[src/rtl/ws2812_frame_ctl.sv]
// Frame sequencer that fetches pixel words from a synchronous RAM and feeds a WS2812 bit serializer.
// Optional WS2812_GRB_ORDER_EN: reorder stored {R,G,B} words to {G,R,B} on the wire.
module ws2812_frame_ctl #(
    parameter int ADDR_W = 8,
    parameter int PIX_W  = 24
) (
    input  logic              clk_in,
    input  logic              rst_n_in,
    input  logic              frame_start_in,
    input  logic [ADDR_W:0]   led_num_in,
    input  logic [15:0]       rst_cnt_in,
    output logic              ram_rd_en_out,
    output logic [ADDR_W-1:0] ram_rd_addr_out,
    input  logic [PIX_W-1:0]  ram_rd_data_in,
    output logic              bit_rdy_out,
    output logic              bit_data_out,
    input  logic              bit_done_in,
    output logic              busy_out,
    output logic              frame_done_out
);

    localparam int CNT_W = $clog2(PIX_W);

    typedef enum logic [2:0] {
        S_IDLE,
        S_FETCH,
        S_WAIT,
        S_LOAD,
        S_SEND,
        S_LATCH,
        S_DONE
    } state_t;

    state_t            r_state;
    state_t            w_state_nxt;

    logic [ADDR_W:0]   r_led_num;
    logic [15:0]       r_rst_cnt;
    logic [ADDR_W-1:0] r_addr;
    logic [PIX_W-1:0]  r_shreg;
    logic [CNT_W-1:0]  r_bit_cnt;
    logic [15:0]       r_latch_cnt;

    logic              r_rd_en;
    logic              r_bit_rdy;
    logic              r_bit_data;
    logic              r_busy;
    logic              r_frame_done;

    logic              w_rd_en_nxt;
    logic              w_bit_rdy_nxt;
    logic              w_bit_data_nxt;
    logic              w_busy_nxt;
    logic              w_frame_done_nxt;

    logic              w_last_bit;
    logic              w_last_pix;
    logic              w_latch_end;
    logic [PIX_W-1:0]  w_pix_word;

    // A gap length of zero still costs one LATCH cycle, so the counter is loaded with len-1 floored at 0.
    function automatic logic [15:0] latchLoad(input logic [15:0] len);
        return (len == 16'd0) ? 16'd0 : len - 16'd1;
    endfunction

`ifdef WS2812_GRB_ORDER_EN
    assign w_pix_word = {ram_rd_data_in[15:8], ram_rd_data_in[23:16], ram_rd_data_in[7:0]};
`else
    assign w_pix_word = ram_rd_data_in;
`endif

    assign w_last_bit  = (r_bit_cnt == '0);
    assign w_last_pix  = (({1'b0, r_addr} + (ADDR_W+1)'(1)) == r_led_num);
    assign w_latch_end = (r_latch_cnt == 16'd0);

    always_comb begin
        w_state_nxt = r_state;
        case (r_state)
            S_IDLE: begin
                if (frame_start_in) begin
                    w_state_nxt = (led_num_in == '0) ? S_LATCH : S_FETCH;
                end
            end
            S_FETCH: w_state_nxt = S_WAIT;
            S_WAIT:  w_state_nxt = S_LOAD;
            S_LOAD:  w_state_nxt = S_SEND;
            S_SEND: begin
                if (bit_done_in && w_last_bit) begin
                    w_state_nxt = w_last_pix ? S_LATCH : S_FETCH;
                end
            end
            S_LATCH: begin
                if (w_latch_end) begin
                    w_state_nxt = S_DONE;
                end
            end
            S_DONE:  w_state_nxt = S_IDLE;
            default: w_state_nxt = S_IDLE;
        endcase
    end

    // Next values of the registered outputs, so every output is a flop driven one edge ahead.
    always_comb begin
        w_rd_en_nxt      = (w_state_nxt == S_FETCH);
        w_busy_nxt       = (w_state_nxt != S_IDLE);
        w_frame_done_nxt = (w_state_nxt == S_DONE);
        w_bit_rdy_nxt    = 1'b0;
        w_bit_data_nxt   = 1'b0;
        case (r_state)
            S_LOAD: begin
                w_bit_rdy_nxt  = 1'b1;
                w_bit_data_nxt = r_shreg[PIX_W-1];
            end
            S_SEND: begin
                if (bit_done_in) begin
                    w_bit_rdy_nxt  = !w_last_bit;
                    w_bit_data_nxt = w_last_bit ? 1'b0 : r_shreg[PIX_W-2];
                end else begin
                    w_bit_data_nxt = r_bit_data;
                end
            end
            default: begin
                w_bit_rdy_nxt  = 1'b0;
                w_bit_data_nxt = 1'b0;
            end
        endcase
    end

    always_ff @(posedge clk_in or negedge rst_n_in) begin
        if (!rst_n_in) begin
            r_state      <= S_IDLE;
            r_rd_en      <= 1'b0;
            r_bit_rdy    <= 1'b0;
            r_bit_data   <= 1'b0;
            r_busy       <= 1'b0;
            r_frame_done <= 1'b0;
        end else begin
            r_state      <= w_state_nxt;
            r_rd_en      <= w_rd_en_nxt;
            r_bit_rdy    <= w_bit_rdy_nxt;
            r_bit_data   <= w_bit_data_nxt;
            r_busy       <= w_busy_nxt;
            r_frame_done <= w_frame_done_nxt;
        end
    end

    // The RAM word is only guaranteed during WAIT, so it is captured there; LOAD then arms the bit counter.
    always_ff @(posedge clk_in or negedge rst_n_in) begin
        if (!rst_n_in) begin
            r_led_num   <= '0;
            r_rst_cnt   <= 16'd0;
            r_addr      <= '0;
            r_shreg     <= '0;
            r_bit_cnt   <= '0;
            r_latch_cnt <= 16'd0;
        end else begin
            case (r_state)
                S_IDLE: begin
                    if (frame_start_in) begin
                        r_led_num   <= led_num_in;
                        r_rst_cnt   <= rst_cnt_in;
                        r_addr      <= '0;
                        r_latch_cnt <= latchLoad(rst_cnt_in);
                    end
                end
                S_WAIT: begin
                    r_shreg <= w_pix_word;
                end
                S_LOAD: begin
                    r_bit_cnt <= CNT_W'(PIX_W-1);
                end
                S_SEND: begin
                    if (bit_done_in) begin
                        if (!w_last_bit) begin
                            r_shreg   <= {r_shreg[PIX_W-2:0], 1'b0};
                            r_bit_cnt <= r_bit_cnt - CNT_W'(1);
                        end else if (!w_last_pix) begin
                            r_addr <= r_addr + ADDR_W'(1);
                        end else begin
                            r_latch_cnt <= latchLoad(r_rst_cnt);
                        end
                    end
                end
                S_LATCH: begin
                    if (!w_latch_end) begin
                        r_latch_cnt <= r_latch_cnt - 16'd1;
                    end
                end
                S_DONE: begin
                    r_addr <= '0;
                end
                default: begin
                    r_addr <= r_addr;
                end
            endcase
        end
    end

    assign ram_rd_en_out   = r_rd_en;
    assign ram_rd_addr_out = r_addr;
    assign bit_rdy_out     = r_bit_rdy;
    assign bit_data_out    = r_bit_data;
    assign busy_out        = r_busy;
    assign frame_done_out  = r_frame_done;

endmodule
[config.mk]
export PLATFORM = sky130hd
export DESIGN_NAME = ws2812_frame_ctl
export DESIGN_NICKNAME = d
export VERILOG_FILES = /design/src/rtl/ws2812_frame_ctl.sv
export SDC_FILE = /design/constraint.sdc
export NUM_CORES = 1
export LEC_CHECK = 0
export CORE_MARGIN = 2
export CORE_UTILIZATION = 30
export DETAILED_ROUTE_END_ITERATION = 8
export GPL_TIMING_DRIVEN = 0
export SLEW_MARGIN = 10
export SYNTH_ARGS = -nofsm -noshare
export SYNTH_HDL_FRONTEND = slang
export SYNTH_SLANG_ARGS = --single-unit
[constraint.sdc]
create_clock -name clk_in -period 2.35 [get_ports clk_in]
set_input_delay 0.47 -clock clk_in [delete_from_list [all_inputs] [get_ports clk_in]]
set_output_delay 0.47 -clock clk_in [all_outputs]
set_load 0.1 [all_outputs]
Word-level counts from Yosys, hierarchy flattened
Cells that the tools add are included.

Bits in registers: 86. Bits in latches: 0. Bits in writable memories: 0. Bits in read-only memories: 0. Input bits: 53. Output and inout bits: 13. Word-level logic and storage cells: 82. Memories: 0.

$add $sub $neg: 6. Multipliers: 0. Div/mod/pow operators: 0. Order comparisons: 0. Eq/ne operators: 16. Shifts and indexed selects: 0. Muxes and demuxes: 30. Bitwise logic cells: 0. Reductions and logical operators: 18.

Operator list (count): 2-to-1 mux 16 bit (7); zero test 16 bit (3); 2-to-1 mux 24 bit (2); case mux 16 bit (3 select lines) (1); case mux 24 bit (2 select lines) (1); subtractor 16 x 1 -> 16 bit, second input constant (3); 2-to-1 mux 8 bit (4); case mux 8 bit (3 select lines) (1); case mux 3 bit (6 select lines) (1); 2-to-1 mux 3 bit (5); inequality test 2 bit, second input constant (7); equality test 3 bit, second input constant (4); 2-to-1 mux 5 bit (2); case mux 5 bit (2 select lines) (1); adder 8 x 1 -> 9 bit, second input constant (1); equality test 9 bit (1); zero test 9 bit (1); nonzero test 3 bit (3); adder 8 x 1 -> 8 bit, second input constant (1); equality test 3 x 1 -> 1 bit, second input constant (2); equality test 3 x 2 -> 1 bit, second input constant (2); AND reduction 3 bit (2); AND reduction 6 bit (1); zero test 5 bit (1); other kinds (9) (13).

Longest topological paths before layout
Depth in word-level cells: 6. Gate-level depth with buffers: 10. Depth with buffers taken out: 9.

Worst setup path before layout
OpenSTA, ideal clock, no wires.

Path kind: reg-to-reg. Start: register r_addr[0] (netlist: ram_rd_addr_out[0]). End: register r_latch_cnt[11]. Setup time: 0.125 ns. Data arrival time: 3.122 ns. Required time: 2.225 ns. Setup slack: -0.898 ns. Stages on the path, launching flop included: 10. Buffers on the path: 1. Period minus slack after synthesis: 3.248 ns. Cells stage by stage: dfrtp_1 -> ha_1 -> nand3_2 -> and2_1 -> a21o_1 -> a311oi_1 -> nor3_4 -> o21ai_4 -> buf_6 -> mux2_4.

Longest elaborated chain between the ends: 4.

RTL lines: start: declaration (line 39) `logic [ADDR_W-1:0] r_addr;`; start signal: assignment (line 178) `r_addr <= r_addr + ADDR_W'(1);`; start signal: assignment (line 193) `r_addr <= r_addr;`; adder 8 x 1 -> 9 bit (line 73) `assign w_last_pix = (({1'b0, r_addr} + (ADDR_W+1)'(1)) == r_led_num);`; equality test 9 bit (line 73); inequality test 2 bit (no source line); AND reduction 6 bit (no source line); end signal: assignment (line 163) `r_latch_cnt <= latchLoad(rst_cnt_in);`; end signal: assignment (line 180) `r_latch_cnt <= latchLoad(r_rst_cnt);`; end signal: assignment (line 186) `r_latch_cnt <= r_latch_cnt - 16'd1;`; end: declaration (line 42) `logic [15:0] r_latch_cnt;`.

Every way passes these cells. A chain may end at the register's enable or synchronous reset.

Worst setup path in the final report
Start: register r_addr[0] (netlist: ram_rd_addr_out[0]). End: register r_latch_cnt[12].

The elaborated chain is that of the path after synthesis.

==> flow_summary.yaml <==
placement:
  preCtsSetupSlack_ns: -0.9283
  dpl.hpwl_um: 10040
  io_buffers: 65
  dpl-instance-area_um2: 6191
  gp_congestion: 0.8920
clock_network:
  cts_tree: "done"
  cts_max_level: 3
  clk_pin_slew_ns: 0.06
  cts_root_buffer: "clkbuf_16"
  clock-sinks: 86
  clock_path_buffers: 2
  insertion_delay_ns: 0.34
  numCtsBuffers: 9
final_layout:
  finish.utilization_pct: 41.14
  final_cell_mix: "dfrtp_1 (77), nand2_1 (70), clkdlybuf4s50_1 (51)"
  nFillCells: 1685
  diodes: 0
  nNetsFinal: 707
  final_area_um2: 7017
  final_common_cell: "dfrtp_1"
  synthToLayoutAreaGrowth_pct: 35.66
  final_layout_size_suffix_gt1_share_pct: 23.31
power_and_ir_drop:
  p_switching_w: 0.003181
  p_comb_share_pct: 46.5
  p_sw_share_pct: 40.37
  seq_power_share_pct: 35.3
  p_clk_share_pct: 18.2
  p_leak_nw: 2.793
  ir_drop_v: 0.0007215
  p_per_area_nw_per_um2: 1123
  p_int_w: 0.004699
sta:
  rsz0062_at_grt: "true"
  setup_ws_ns: -0.1195
  fmax_mhz: 404.9
  relSlewSlack_pct: 32.37
  finalSetupViolations: 23
  final.min_clock_period_ns: 2.470
  finalCritPeriodShare_pct: 105.1
  tightest_slew_ns: 1.011
  finClkSkew_ns: 0.006554
  final_hold_viol_count: 0
  slew_viol_final: 0
  tns_ns: -2.033
synth:
  synth_top_area_share_pct: 41.61
  synth_ff_type: "dfrtp_1"
  syn_area_per_cell_um2: 9.439
  synth_area_leaders: "dfrtp_1 (42%), mux2_2 (5.4%), mux2i_1 (5.2%), nand2_1 (5.1%), xnor2_1 (4.6%)"
  yosysUniqueCellTypes: 63
  synth_area_um2: 5172
  yosysTopAreaCell: "dfrtp_1"
  ys_seq_area_share_pct: 41.61
  postSynthNetCount: 607
  synth_edf_count: 0
  synth_cells: 548
  synth-seq-cells: 86
  yosysWarnings: 0
  synthArstFlopShare_pct: 100.0
setup_path:
  critPathMaxFanout: 4
  start_kind: "flip-flop"
  critPathKind: "reg2reg"
  endpoint_kind: "flip-flop"
  cp.arrival_ns: 2.70
  cp_data_required_time_ns: 2.58
die:
  die_y_um: 135.3
  io_pins: 66
  initial_core_util_pct: 30.33
  rows: 48
  chipWidth_um: 135.3
  die_area_um2: 18310
  core_um2: 17060
detailed_routing:
  drtIter0Drc: 224
  drtAntennaViolNets: 0
  wl_um: 13800
  drc: 0
  drt_pass1_iterations: 5
  vias: 4506
  post_drt_wl_per_cell_um: 15.73
  viasPerCell: 5.138
global_route:
  grt_pass1_wl_um: 22800
  grt_pass1_vias: 4540
  antenna_found_initial: 0
  overflow: 0
  grt_use_total_pct: 15.49
  grt_max_degree: 45
outcome:
  violations: "negative setup slack"
  status: "finished, violations left"
min_path:
  hold_path_class: "in2async"
run:
  drv_cap: 0
-- logic make-up after synthesis --
| group | synth area share [%] |
|---|---|
| adder cells (fa/ha/maj) | 1.451 |
| multiplexers | 12.12 |
| AND/OR/NAND/NOR | 19.26 |
| buffers and inverters | 3.677 |
| XOR/XNOR | 6.604 |
| AO/OA/AOI/OAI | 15.29 |
| flip-flops | 41.61 |
-- layout make-up --
type / instances / area (um^2) / share of cell area, %
clock inverters: 1 / 30.03 / 0.4280
clock buffers: 14 / 264.0 / 3.762
flip-flops and latches: 86 / 2178 / 31.04
repair buffers: 91 / 889.6 / 12.68
multi-input cells: 418 / 3134 / 44.67
plain buffers: 26 / 178.9 / 2.550
well taps: 225 / 281.5 / 4.012
inverters: 16 / 60.06 / 0.8559
-- synth_stat cells, types with 4 or more instances --
master	number
inv_1	16
o211ai_1	4
o22ai_1	5
or3_1	10
a22oi_1	4
dfrtp_1	86
nor3_1	22
o21ai_0	46
clkbuf_1	22
nand2b_1	5
xor2_1	12
ha_1	6
nor2_1	33
mux2_2	25
o221ai_1	10
nor4_1	13
xnor2_1	27
nand3_1	12
and3_1	6
mux2_4	5
a21oi_1	14
nand2_1	70
mux2i_1	27
-- routing by layer --
| layer | global-route usage, % | wire, um | vias up |
|---|---|---|---|
| li1 | - | - | 2193 |
| met1 | 20.51 | 6421 | 2215 |
| met2 | 25.89 | 6710 | 78 |
| met3 | 2.881 | 416 | 20 |
| met4 | 4.572 | 248 | 0 |
| met5 | 0 | 0 | - |
-- state kept, by name, summed over array words and instances, names as in the netlist --
register         cells
ram_rd_en_out        1
r_rst_cnt           16
r_state              3
ram_rd_addr_out      8
r_shreg             24
r_led_num            9
frame_done_out       1
r_bit_cnt            5
busy_out             1
r_latch_cnt         16
bit_data_out         1
bit_rdy_out          1
-- worst max-delay path, cell delays in order (launching register included) --
cell and delay, ns:
dfrtp_4 0.50, ha_4 0.19, nand3_4 0.06, or4b_4 0.46, o22ai_2 0.16, o22ai_2 0.11, or3_4 0.39, a221o_1 0.36
o2bb2ai_1 0.13
-- stage by stage --
step	power, W	std cells	hold slack (ns)
4_1_cts	0.007842	877	0.1499
5_1_grt	0.008412	877	0.1810
3_5_place_dp	0.006021	839	0.4713
6_report	0.007880	877	0.1308
2_1_floorplan	0.005105	548	0.1744
3_3_place_gp	0.005894	838	0.4633
-- power by group through the flow --
| stage | sequential, W | clock, W | combinational (W) |
|---|---|---|---|
| after floorplan | 0.00286 | 0 | 0.00224 |
| final | 0.00278 | 0.00143 | 0.00366 |
| after CTS | 0.00276 | 0.00148 | 0.00360 |
| after detailed placement | 0.00276 | 0 | 0.00326 |
| after global routing | 0.00288 | 0.00154 | 0.00399 |
| after global placement | 0.00273 | 0 | 0.00317 |
-- worst paths after layout --
kind,startpoint,to,slack [ns],cells after the start
max in group asynchronous,rst_n_in,r_rst_cnt[8],1.61,2
max,ram_rd_addr_out[0],r_latch_cnt[12],-0.12,8
min in group clk_in,rst_cnt_in[12],r_rst_cnt[12],0.47,2
min reg2reg,r_shreg[17],r_shreg[17],0.48,2
min,rst_n_in,bit_rdy_out,0.13,1
max reg2reg,ram_rd_addr_out[0],r_latch_cnt[12],-0.12,8
-- timing repair --
item	4_1_cts	5_1_grt
hold buffers	0	0
resized for setup	77	27
pin swaps	22	18
gates cloned	2	0
setup endpoints to repair	67	59
buffers inserted	21	3
Power figures use the tool's default switching activity.
